==> config.mk <==
export PLATFORM = sky130hd
export DESIGN_NAME = blink_led_array_flat
export DESIGN_NICKNAME = d
export VERILOG_FILES = /design/src/rtl/blink_led_array_if.sv /design/src/rtl/blink_led_array.sv /design/src/flat_wrapper.sv
export SDC_FILE = /design/constraint.sdc
export NUM_CORES = 1
export LEC_CHECK = 0
export ABC_AREA = 1
export CORE_UTILIZATION = 35
export CTS_BUF_LIST = sky130_fd_sc_hd__clkbuf_2 sky130_fd_sc_hd__clkbuf_4 sky130_fd_sc_hd__clkbuf_8
export CTS_CLUSTER_DIAMETER = 200
export DETAILED_ROUTE_END_ITERATION = 8
export DONT_BUFFER_PORTS = 1
export GPL_ROUTABILITY_DRIVEN = 0
export PLACE_DENSITY = 0.56
export SYNTH_ARGS = -nofsm -noshare
export SYNTH_HDL_FRONTEND = slang
export SYNTH_SLANG_ARGS = --single-unit
==> constraint.sdc <==
create_clock -name clk -period 5.6 [get_ports clk]
set_input_delay 0.56 -clock clk [delete_from_list [all_inputs] [get_ports clk]]
set_output_delay 0.56 -clock clk [all_outputs]
set_load 0.05 [all_outputs]
==> src/rtl/blink_led_array_if.sv <==
// Configuration and LED bus for the multi-channel blinker.
// The master side programs the channels and sets their run enables.
// The slave side (the blinker itself) drives the per-channel status lines.
interface blink_led_array_if #(
    parameter int N_CH = 4,
    parameter int TW   = 8,
    parameter int CW   = 8
);
    localparam int CHW = (N_CH > 1) ? $clog2(N_CH) : 1;

    logic [N_CH-1:0] enable;
    logic            cfg_we;
    logic [CHW-1:0]  cfg_ch;
    logic [TW-1:0]   cfg_on;
    logic [TW-1:0]   cfg_off;
    logic [CW-1:0]   cfg_burst;
    logic [N_CH-1:0] led;
    logic [N_CH-1:0] done;
    logic [N_CH-1:0] busy;

    modport master (
        output enable, cfg_we, cfg_ch, cfg_on, cfg_off, cfg_burst,
        input  led, done, busy
    );

    modport slave (
        input  enable, cfg_we, cfg_ch, cfg_on, cfg_off, cfg_burst,
        output led, done, busy
    );
endinterface

==> src/rtl/blink_led_array.sv <==
// N_CH independent Moore blink engines sharing one configuration port.
// Each channel blinks with programmable on/off times, either forever
// or for a programmed number of blinks, after which it parks in DONE.
module blink_led_array #(
    parameter int N_CH    = 4,
    parameter int TW      = 8,
    parameter int CW      = 8,
    parameter int DEF_ON  = 4,
    parameter int DEF_OFF = 8
) (
    input logic                clk,
    input logic                rst_n,
    blink_led_array_if.slave   bus
);
    localparam int CHW = (N_CH > 1) ? $clog2(N_CH) : 1;

    typedef enum logic [1:0] {IDLE, ON, OFF, DONE} state_t;

    state_t          state_q  [N_CH];
    state_t          state_nx [N_CH];
    logic [TW-1:0]   t_q      [N_CH];
    logic [CW-1:0]   cnt_q    [N_CH];
    logic [TW-1:0]   on_q     [N_CH];
    logic [TW-1:0]   off_q    [N_CH];
    logic [CW-1:0]   burst_q  [N_CH];
    logic [N_CH-1:0] on_end;
    logic [N_CH-1:0] off_end;
    logic [N_CH-1:0] burst_end;
    logic [N_CH-1:0] led_q;
    logic [N_CH-1:0] done_q;
    logic [N_CH-1:0] busy_q;

    // Per-channel configuration registers; out-of-range channel numbers match no slot.
    always_ff @(posedge clk or negedge rst_n) begin
        if (!rst_n) begin
            for (int i = 0; i < N_CH; i++) begin
                on_q[i]    <= TW'(DEF_ON);
                off_q[i]   <= TW'(DEF_OFF);
                burst_q[i] <= '0;
            end
        end else if (bus.cfg_we) begin
            for (int i = 0; i < N_CH; i++) begin
                if (bus.cfg_ch == CHW'(i)) begin
                    on_q[i]    <= bus.cfg_on;
                    off_q[i]   <= bus.cfg_off;
                    burst_q[i] <= bus.cfg_burst;
                end
            end
        end
    end

    // Phase-end and burst-end conditions; a zero duration behaves like one cycle.
    always_comb begin
        on_end    = '0;
        off_end   = '0;
        burst_end = '0;
        for (int i = 0; i < N_CH; i++) begin
            on_end[i]    = (on_q[i] == '0)  ? 1'b1 : (t_q[i] >= (on_q[i]  - TW'(1)));
            off_end[i]   = (off_q[i] == '0) ? 1'b1 : (t_q[i] >= (off_q[i] - TW'(1)));
            burst_end[i] = (burst_q[i] != '0) && (cnt_q[i] >= burst_q[i]);
        end
    end

    // Next-state decode; a low enable overrides any timer event.
    always_comb begin
        for (int i = 0; i < N_CH; i++) begin
            state_nx[i] = state_q[i];
            case (state_q[i])
                IDLE: if (bus.enable[i]) state_nx[i] = ON;
                ON: begin
                    if (!bus.enable[i])  state_nx[i] = IDLE;
                    else if (on_end[i])  state_nx[i] = OFF;
                end
                OFF: begin
                    if (!bus.enable[i])  state_nx[i] = IDLE;
                    else if (off_end[i]) state_nx[i] = burst_end[i] ? DONE : ON;
                end
                DONE: if (!bus.enable[i]) state_nx[i] = IDLE;
                default: state_nx[i] = IDLE;
            endcase
        end
    end

    // State, timer, blink counter and registered Moore outputs for every channel.
    always_ff @(posedge clk or negedge rst_n) begin
        if (!rst_n) begin
            for (int i = 0; i < N_CH; i++) begin
                state_q[i] <= IDLE;
                t_q[i]     <= '0;
                cnt_q[i]   <= '0;
            end
            led_q  <= '0;
            done_q <= '0;
            busy_q <= '0;
        end else begin
            for (int i = 0; i < N_CH; i++) begin
                state_q[i] <= state_nx[i];
                if (state_nx[i] != state_q[i])
                    t_q[i] <= '0;
                else if (t_q[i] != {TW{1'b1}})
                    t_q[i] <= t_q[i] + TW'(1);
                if (state_q[i] == IDLE)
                    cnt_q[i] <= '0;
                else if (state_q[i] == ON && state_nx[i] == OFF && cnt_q[i] != {CW{1'b1}})
                    cnt_q[i] <= cnt_q[i] + CW'(1);
                led_q[i]  <= (state_nx[i] == ON);
                done_q[i] <= (state_nx[i] == DONE);
                busy_q[i] <= (state_nx[i] == ON) || (state_nx[i] == OFF);
            end
        end
    end

    assign bus.led  = led_q;
    assign bus.done = done_q;
    assign bus.busy = busy_q;
endmodule

==> src/flat_wrapper.sv <==
// flat-port wrapper written by rule: the top's interface ports become plain ports
module blink_led_array_flat 
#(
    parameter int N_CH    = 4,
    parameter int TW      = 8,
    parameter int CW      = 8,
    parameter int DEF_ON  = 4,
    parameter int DEF_OFF = 8
)
  (clk, rst_n, bus_enable, bus_cfg_we, bus_cfg_ch, bus_cfg_on, bus_cfg_off, bus_cfg_burst, bus_led, bus_done, bus_busy);
  blink_led_array_if #(.N_CH(N_CH), .TW(TW), .CW(CW)) bus_i ();
  input logic clk;
  input logic rst_n;
  input wire logic [$bits(bus_i.enable)-1:0] bus_enable;
  input wire logic [$bits(bus_i.cfg_we)-1:0] bus_cfg_we;
  input wire logic [$bits(bus_i.cfg_ch)-1:0] bus_cfg_ch;
  input wire logic [$bits(bus_i.cfg_on)-1:0] bus_cfg_on;
  input wire logic [$bits(bus_i.cfg_off)-1:0] bus_cfg_off;
  input wire logic [$bits(bus_i.cfg_burst)-1:0] bus_cfg_burst;
  output wire logic [$bits(bus_i.led)-1:0] bus_led;
  output wire logic [$bits(bus_i.done)-1:0] bus_done;
  output wire logic [$bits(bus_i.busy)-1:0] bus_busy;
  assign bus_i.enable = bus_enable;
  assign bus_i.cfg_we = bus_cfg_we;
  assign bus_i.cfg_ch = bus_cfg_ch;
  assign bus_i.cfg_on = bus_cfg_on;
  assign bus_i.cfg_off = bus_cfg_off;
  assign bus_i.cfg_burst = bus_cfg_burst;
  assign bus_led = bus_i.led;
  assign bus_done = bus_i.done;
  assign bus_busy = bus_i.busy;
  blink_led_array #(.N_CH(N_CH), .TW(TW), .CW(CW), .DEF_ON(DEF_ON), .DEF_OFF(DEF_OFF)) u_core (.clk(clk), .rst_n(rst_n), .bus(bus_i));
endmodule
==> metrics <==
CP required=~6.0 ns; Final min period=about 3.4 ns; initial core utilization=0.3599; total wire length=between 20 and 25 mm; num rows=65; CTS tree=done; RSZ-0062 raised after global routing=no; setup TNS=0 ns; commonest cells after routing, fill and taps aside=268 x nand2_1, 228 x inv_1, 172 x dfrtp_1; top_reg_cell synth=dfrtp_1; Yosys top cell area share=0.3751; Placed Cells incl. Taps=roughly 1800; Mapped Nets=around 1600; grt ovf=0; clk_lat worst skew=about 0.47 ns; fin nets=1575; HP Class=in -> async; EDFF count, synth=0; peak supply drop=0.0001643 V; Chip Width=~180 um; final hold vios=0; Layout area overhead=8.265%; FFs w/ async S/R, synth=1.000; Layout Skew=roughly 0.015 ns; Critical Path Slowest Stage Cell=dfrtp_1; cells along the critical path=inv_1 -> nand2_1 -> or3_1 -> nor3_1 -> xor2_1 -> ha_1 -> a21oi_1 -> o21a_1 -> nand4_1 -> nand4_2 -> inv_1 -> nor2_1 -> inv_1 -> ha_1 -> nand3_1 -> nand2_2 -> nand2_1 -> nor2_1 -> o221a_2; most common cell after layout, fill and taps aside=nand2_1; synthesized flop and latch total=180; Leak=6.249 nW; CTS Sinks=180; CP Max Fanout=7; Post-Syn Area=11470 um^2; Setup crit end kind=flop; number of global-route vias before repair=~8700; achievable clock frequency=a little under 300 MHz; slowest stage delay, CP=~0.38 ns; top area cells in the synthesized netlist=dfrtp_1 38%, ha_1 14%, nand2_1 8.8%; Most common cell on crit path=inv_1; critical path class=reg -> reg; First-pass DRT Iterations=5; Clock Path Buffers=2; Syn Area/Cell=between 8 and 9 um^2; antenna fix cells=0; Slew @ Worst Pin=roughly 0.99 ns; Final Non-Filler Cells=1858; Final setup viols=0; TritonCTS buffer count=17; Core Area=between 30000 and 40000 um^2; pwr/cell area=319.7 nW/um^2; ANT nets after route=0; Final Util=0.3897; yosys warns=0; Root Driver=clkbuf_8; first-pass GRT wire length=42.47 mm; starting DRC count in detailed routing=approximately 540; arrival time worst endpoint=about 3.8 ns; clock transition at the registers of the reported paths=around 0.1 ns; maxcap violations=0; # IOs=45; Residual DRC=0; Die ar.=33510 um^2; layout cells sized above 1=0.07730; crit path launch type=flop; Slew Viols, Final=0; detailed placer's ending HPWL=18.52 mm; PortBufs=0; Unique masters post-synth=44; Seq/Total Area, Yosys=0.3934; initial antenna violation count=0; Final Power=slightly below 0.004 W; via count=about 8700; Tcrit/Tclk final=0.6131; cell accounting for the most synthesized area=dfrtp_1; htree depth=4; vias per inst=~4.7; max_slew headroom=0.3420; CTS resizes=0; GRT Overall Usage=0.1599; Synth Instances=1406; status=finished clean; wire length per cell=between 10 and 15 um; pin count of the biggest net entering global routing=181; Die H=between 150 and 200 um
[final timing paths]
| check | end | start | cells after the start | slack (ns) |
|---|---|---|---|---|
| worst min register to register | u_core.on_q[16] | u_core.on_q[16] | 2 | 0.49 |
| worst max register to register | u_core.cnt_q[20] | u_core.on_q[16] | 19 | 2.17 |
| min in group clk | u_core.state_q[2] | bus_enable[2] | 2 | 0.31 |
| worst max-delay path | u_core.cnt_q[20] | u_core.on_q[16] | 19 | 2.17 |
| max in group asynchronous | u_core.on_q[21] | rst_n | 1 | 4.78 |
| worst min-delay path | u_core.t_q[22] | rst_n | 1 | 0.04 |
[cell type report]
| class | instances | area [um^2] |
|---|---|---|
| Clock buffer | 19 | 255.2 |
| Clock inverter | 13 | 170.2 |
| Fill cell | 3323 | 19460 |
| Inverter | 240 | 900.9 |
| Multi-Input combinational cell | 966 | 5981 |
| Sequential cell | 180 | 4514 |
| Tap cell | 435 | 544.3 |
| Timing Repair Buffer | 5 | 57.56 |
[worst max-delay path: cells and delay by family (launching register included)]
kind / cells / cell delay (ns)
simple gates: 10 / 1.57
compound gates: 3 / 0.50
fa+ha+maj: 2 / 0.44
flops: 1 / 0.38
buf+inv: 3 / 0.29
xor+xnor: 1 / 0.17
[where the power goes]
| group | total (W) | internal (W) | leakage (nW) | switching (W) |
|---|---|---|---|---|
| clock network | 0.000978 | 0.000467 | 0.219 | 0.000511 |
| logic | 0.00121 | 0.000458 | 3.71 | 0.000755 |
| registers | 0.00178 | 0.00149 | 2.32 | 0.000287 |
| total | 0.00397 | 0.00242 | 6.25 | 0.00155 |
[synth_stat cells (5+ instances only)]
| master | count |
|---|---|
| nand2_1 | 268 |
| inv_1 | 228 |
| dfrtp_1 | 172 |
| ha_1 | 132 |
| o21ai_0 | 131 |
| nor2_1 | 96 |
| nand3_1 | 63 |
| a21oi_1 | 52 |
| xor2_1 | 45 |
| nand4_1 | 32 |
| nor3_1 | 27 |
| nor2_2 | 19 |
| xnor2_1 | 18 |
| clkbuf_1 | 17 |
| inv_2 | 11 |
| dfstp_2 | 8 |
| nor4_1 | 8 |
| o21a_1 | 7 |
| o21bai_1 | 7 |
| nand2_2 | 6 |
| nand4_2 | 6 |
| o211ai_1 | 5 |
[layer usage]
metal / GRT usage / vias to the layer above / part of all wire
li1: - / 4565 / -
met1: 0.2184 / 4050 / 0.50
met2: 0.2596 / 117 / 0.44
met3: 0.03336 / 11 / 0.046
met4: 0.03433 / 0 / 0.0066
met5: 0 / - / 0
[registers in the layout (all words and copies together) (netlist names)]
signal           count
u_core.burst_q      32
u_core.cnt_q        32
u_core.off_q        32
u_core.on_q         32
u_core.t_q          32
u_core.state_q       8
u_core.bus.busy      4
u_core.bus.done      4
u_core.bus.led       4
[through the flow]
stage	instance area (um^2)	hold WS [ns]	setup slack [ns]
global route	12420	0.2205	1.819
detailed placement	11970	0.2772	2.151
CTS	12420	0.1731	2.165
global placement	11970	0.2752	2.244
finish	12420	0.04315	2.166
floorplan	11470	0.2644	2.537
[kinds of logic after synthesis]
kind of cell,Yosys count,synth area share
AO/OA/AOI/OAI,217,0.1032
XOR/XNOR,63,0.04809
adder cells (fa/ha/maj),132,0.1439
buffers and inverters,260,0.08538
flip-flops,180,0.3934
multiplexers,5,0.004471
AND/OR/NAND/NOR,549,0.2216
[timing repair]
item,CTS,global route
buffers inserted,0,0
hold endpoints to repair,180,0
hold buffers,1,0
Power figures use the tool's default switching activity.
